$ cat src/rtl/fifo_scheduler.sv
// fifo_scheduler: moves words from four source FIFOs to four destination FIFOs.
// A round-robin arbiter pops one source per cycle while the block is ACTIVE and
// no destination is almost full. The popped word appears on in_data one cycle
// later, is captured, and is pushed the following cycle to the destination
// selected by its top two bits. The block also owns the almost-empty and
// almost-full thresholds shared by all eight FIFOs, loaded while in INIT.
//
// Ports
//   clk, reset_L                 clock, asynchronous active-low reset
//   init                         request (re)configuration
//   empty/full_threshold_in      threshold values captured during INIT
//   in_empty, in_data            source FIFO empty flags and output words
//   out_almost_full, out_empty   destination FIFO status
//   fifo_error                   error flags ([3:0] sources, [7:4] destinations)
//   in_rd, out_wr, out_data      one-hot pop, one-hot push, pushed word
//   empty/full_threshold         registered thresholds driven to all FIFOs
//   state, idle, error_out       FSM state code and status flags
module fifo_scheduler #(
    parameter int unsigned WORD_SIZE = 6,
    parameter int unsigned PTR_L     = 3
) (
    input  logic                   clk,
    input  logic                   reset_L,
    input  logic                   init,
    input  logic [PTR_L-1:0]       empty_threshold_in,
    input  logic [PTR_L-1:0]       full_threshold_in,
    input  logic [3:0]             in_empty,
    input  logic [4*WORD_SIZE-1:0] in_data,
    input  logic [3:0]             out_almost_full,
    input  logic [3:0]             out_empty,
    input  logic [7:0]             fifo_error,
    output logic [3:0]             in_rd,
    output logic [3:0]             out_wr,
    output logic [WORD_SIZE-1:0]   out_data,
    output logic [PTR_L-1:0]       empty_threshold,
    output logic [PTR_L-1:0]       full_threshold,
    output logic [2:0]             state,
    output logic                   idle,
    output logic                   error_out
);

    typedef enum logic [2:0] {
        StReset  = 3'd0,
        StInit   = 3'd1,
        StIdle   = 3'd2,
        StActive = 3'd3,
        StError  = 3'd4
    } state_e;

    state_e               state_q, state_d;
    logic [1:0]           ptr_q, ptr_d;
    logic [PTR_L-1:0]     empty_th_q, empty_th_d;
    logic [PTR_L-1:0]     full_th_q, full_th_d;
    // Stage 1: a pop was issued last cycle from rd_src_q.
    logic                 rd_valid_q, rd_valid_d;
    logic [1:0]           rd_src_q, rd_src_d;
    // Stage 2: captured word, pushed this cycle.
    logic                 word_valid_q, word_valid_d;
    logic [WORD_SIZE-1:0] word_q, word_d;

    logic       grant_valid;
    logic [1:0] grant_idx;
    logic       pop;
    logic       in_flight;
    logic       flush;
    logic [1:0] dest;

    // Round-robin: first non-empty source at or after the pointer, wrapping mod 4.
    always_comb begin
        grant_valid = 1'b0;
        grant_idx   = ptr_q;
        for (int k = 3; k >= 0; k--) begin
            if (!in_empty[ptr_q + 2'(k)]) begin
                grant_valid = 1'b1;
                grant_idx   = ptr_q + 2'(k);
            end
        end
    end

    assign pop       = (state_q == StActive) && grant_valid && (out_almost_full == 4'b0000);
    assign in_flight = rd_valid_q | word_valid_q;

    always_comb begin
        state_d = state_q;
        unique case (state_q)
            StReset:  state_d = StInit;
            StInit: begin
                if (|fifo_error) state_d = StError;
                else if (!init)  state_d = StIdle;
            end
            StIdle: begin
                if (|fifo_error)     state_d = StError;
                else if (init)       state_d = StInit;
                else if (~&in_empty) state_d = StActive;
            end
            StActive: begin
                if (|fifo_error)                  state_d = StError;
                else if (init)                    state_d = StInit;
                else if (&in_empty && !in_flight) state_d = StIdle;
            end
            StError:  state_d = StError;
            default:  state_d = StReset;
        endcase
    end

    // Words still in the pipeline finish their push unless the block is erroring out.
    assign flush = (state_d == StError) || (state_q == StError);

    always_comb begin
        ptr_d        = pop ? grant_idx + 2'd1 : ptr_q;
        empty_th_d   = (state_q == StInit) ? empty_threshold_in : empty_th_q;
        full_th_d    = (state_q == StInit) ? full_threshold_in : full_th_q;
        rd_valid_d   = pop && !flush;
        rd_src_d     = pop ? grant_idx : rd_src_q;
        word_valid_d = rd_valid_q && !flush;
        word_d       = word_q;
        if (rd_valid_q && !flush) begin
            word_d = in_data[int'(rd_src_q) * WORD_SIZE +: WORD_SIZE];
        end
    end

    always_ff @(posedge clk or negedge reset_L) begin
        if (!reset_L) begin
            state_q      <= StReset;
            ptr_q        <= 2'd0;
            empty_th_q   <= PTR_L'(1);
            full_th_q    <= PTR_L'(3);
            rd_valid_q   <= 1'b0;
            rd_src_q     <= 2'd0;
            word_valid_q <= 1'b0;
            word_q       <= '0;
        end else begin
            state_q      <= state_d;
            ptr_q        <= ptr_d;
            empty_th_q   <= empty_th_d;
            full_th_q    <= full_th_d;
            rd_valid_q   <= rd_valid_d;
            rd_src_q     <= rd_src_d;
            word_valid_q <= word_valid_d;
            word_q       <= word_d;
        end
    end

    assign dest = word_q[WORD_SIZE-1 -: 2];

    always_comb begin
        in_rd  = pop ? (4'b0001 << grant_idx) : 4'b0000;
        out_wr = (word_valid_q && (state_q != StError)) ? (4'b0001 << dest) : 4'b0000;
    end

    assign out_data        = word_q;
    assign empty_threshold = empty_th_q;
    assign full_threshold  = full_th_q;
    assign state           = state_q;
    assign error_out       = (state_q == StError);
    assign idle            = (state_q == StIdle) && (&in_empty) && (&out_empty) && !in_flight;

endmodule

$ cat config.mk
export PLATFORM = sky130hd
export DESIGN_NAME = fifo_scheduler
export DESIGN_NICKNAME = d
export VERILOG_FILES = /design/src/rtl/fifo_scheduler.sv
export SDC_FILE = /design/constraint.sdc
export NUM_CORES = 1
export LEC_CHECK = 0
export CAP_MARGIN = 30
export CORE_MARGIN = 2
export CORE_UTILIZATION = 33
export CTS_CLUSTER_DIAMETER = 200
export DETAILED_ROUTE_END_ITERATION = 10
export PLACE_DENSITY = 0.83
export SYNTH_ARGS = -nofsm -noshare
export SYNTH_HDL_FRONTEND = slang
export SYNTH_SLANG_ARGS = --single-unit
$ cat constraint.sdc
create_clock -name clk -period 1.7 [get_ports clk]
set_input_delay 0.255 -clock clk [delete_from_list [all_inputs] [get_ports clk]]
set_output_delay 0.255 -clock clk [all_outputs]
set_load 0.02 [all_outputs]
==> reports/metrics.yaml <==
seqPwrFrac_pct: 34.8
drive_gt1_share_pct: 44.0
status: "complete, but fails checks"
area_growth_pct: 95.6
vdd_ir_drop_max_uv: 296
r2r_slack_ns: -0.05
synth_seq_area_share_pct: 43.5
crit_fanout: 5
tns_ns: -1.49
p_switching_w: 0.000644
synth.distinct_cells: 31
worstHoldPathType: "input port to flop"
synth_area_leader_cell: "dfrtp_1"
p_leak_nw: 1.02
clkPwrFrac_pct: 16.7
maxSlewHeadroom_pct: 72.6
fp-row-count: 22
fin_nets: 265
grt_use_total_pct: 18.8
grt_pass1_wl_um: 6190
min_to: "state[1]"
r2r_cells: 7
timing_hold_violations_final: 0
fin_crit_sh_pct: 121
drc_errors: 0
syn_inst: 103
viasPerCell: 4.93
port_buffers: 77
cts_buffers: 3
holdPathStages: 3
gp_congestion: 0.816
p_comb_share_pct: 48.5
fp.dieArea_um2: 4190
core_um2: 3610
p_per_area_nw_per_um2: 823
timing.final.ws_setup_ns: -0.365
clock_sinks: 21
fin_skew_ns: 0.00358
cp.required_ns: 1.44
hold_start: "fifo_error[5]"
grt_start_max_net_pins: 22
first_pass_iters: 4
min_period_ns: 2.07
reg2reg_from: "ptr_q[0]"
setup_violations: 5
first_global_vias: 1290
totalWireLength_um: 4000
synth.most_common_cell: "dfrtp_1"
end_kind: "primary output"
synth_warnings: 0
cts-root-buf: "clkbuf_8"
synth_fp_nets: 160
ant_nets: 0
dp_hpwl_um: 3010
async_reset_ff_share_pct: 100
avgSynthCellArea_um2: 11.8
arrival_ns: 1.81
yosysTopAreaCellShare_pct: 37.0
synth_common_cells: "18 x dfrtp_1, 9 x mux2_2, 8 x nor2_1"
clk_pin_slew_ns: 0.08
clk_latency_ns: 0.26
h-tree-depth: 1
routed-via-count: 1258
start_util_pct: 33.8
synthesis.area_um2: 1220
switching_share_pct: 32.9
slew_viol_final: 0
ys_top_cells_by_area: "dfrtp_1 37%, mux4_2 11%, mux2_2 8.3%"
diodes: 0
synth_enable_flop_cells: 0
start_kind: "flop"
worst_slew_pin_slew_ns: 0.411
violations: "negative setup slack"
cts_tree: "built"
die_width_um: 64.7
fmax_ghz: 0.484
internal_power_w: 0.00132
antenna_found_initial: 0
ys_seq_elements: 21
synthFlopType: "dfrtp_1"
nFillCells: 286
drtIter0Drc: 21
maxCapViolCount: 0
chipHeight_um: 64.7
rsz0062_at_grt: "true"
num_io_pins: 78
worstSetupPathType: "flop to primary output"
wl_per_cell_um: 15.7
r2r_end: "ptr_q[1]"
power_w: 0.00196
grt-ovfl-total: 0
clockBufferDepth: 2
==> metrics by stage <==
stage	hold slack (ns)	setup slack, ns	area, um2	std cells	utilization [%]
after floorplan	-0.0406	-0.0651	1220	103	-
after global placement	0.470	-0.895	2170	243	60.2
after detailed placement	0.474	-0.998	2170	243	60.2
after CTS	0.355	-0.433	2290	253	63.6
after global routing	0.304	-0.439	2380	255	66.0
final	0.295	-0.365	2380	255	66.0
==> per-layer routing <==
| layer | share of wire [%] | routed length [um] | track usage [%] | vias up |
|---|---|---|---|---|
| met4 | 0.52 | 21 | 2.66 | 0 |
| met3 | 5.4 | 218 | 3.30 | 2 |
| li1 | - | - | - | 586 |
| met5 | 0 | 0 | 0 | - |
| met2 | 57 | 2270 | 35.7 | 53 |
| met1 | 37 | 1490 | 22.3 | 617 |
==> power by group through the flow <==
stage	sequential (W)	combinational, W	clock, W
6_report	0.000681	0.000951	0.000328
5_1_grt	0.000691	0.00102	0.000363
4_1_cts	0.000679	0.000917	0.000337
3_5_place_dp	0.000689	0.000896	0
3_3_place_gp	0.000673	0.000865	0
2_1_floorplan	0.000817	0.000239	0
==> registers in the layout (all words and copies together) (netlist names) <==
signal and flops:
full_threshold 3, state 3, empty_threshold 3, rd_valid_q 1, out_data 6, rd_src_q 2, word_valid_q 1, ptr_q 2
==> how the worst max path moves through the flow <==
stage,start,to,depth (start not counted)
final,ptr_q[0],in_rd[1],8
after global routing,ptr_q[0],in_rd[1],8
after CTS,state[1],in_rd[2],6
after detailed placement,in_empty[0],in_rd[2],9
after global placement,in_empty[0],in_rd[2],9
after floorplan,state[1],in_rd[0],3
==> what timing repair did <==
| item | CTS | global route |
|---|---|---|
| gates resized for setup | 76 | 37 |
| setup buffers | 6 | 2 |
| pin swaps | 11 | 12 |
| hold buffers | 0 | 0 |
| hold endpoints to repair | 0 | 0 |
| setup endpoints to repair | 20 | 18 |
==> layout make-up <==
type,count,area (um2),share of cell area [%]
clock buffer,3,41.3,1.73
clock inverter,1,5.00,0.210
inverter,7,28.8,1.21
multi-input combinational,72,776,32.6
sequential,21,532,22.3
tap,48,60.1,2.52
timing repair buffer,103,938,39.4
==> logic make-up (layout without fill, tap and decap cells) <==
family,Yosys count,after routing,share of synthesized area (%)
simple gates,34,34,17.2
mux,21,21,25.0
flops,21,21,43.5
compound gates,13,13,6.89
buf+inv,10,114,3.39
fa+ha+maj,4,4,4.11
==> critical path, cell delays in order, from the launching register on <==
cell and delay [ns]:
dfrtp_1 0.41, nor2_1 0.08, a211o_1 0.27, a32oi_1 0.16, buf_4 0.17, buf_6 0.11
ha_4 0.11, and2_4 0.13, buf_6 0.11
==> layout by cell type (no fill, tap or decap), types with 3 or more instances in the layout <==
master,netlist,routed
nand3_1,4,4
and2_4,0,4
a21oi_1,3,3
mux4_2,6,6
ha_4,0,4
mux2_2,9,6
dlygate4sd2_1,0,9
nand2_1,4,3
clkdlybuf4s50_1,0,54
nor2_1,8,7
buf_2,0,4
inv_1,7,5
buf_4,1,22
mux2_4,0,9
clkbuf_2,0,4
o21ai_0,5,4
buf_6,0,9
clkbuf_8,0,3
dfrtp_1,18,16
dfstp_2,3,3
(Power assumes the default switching activity.)
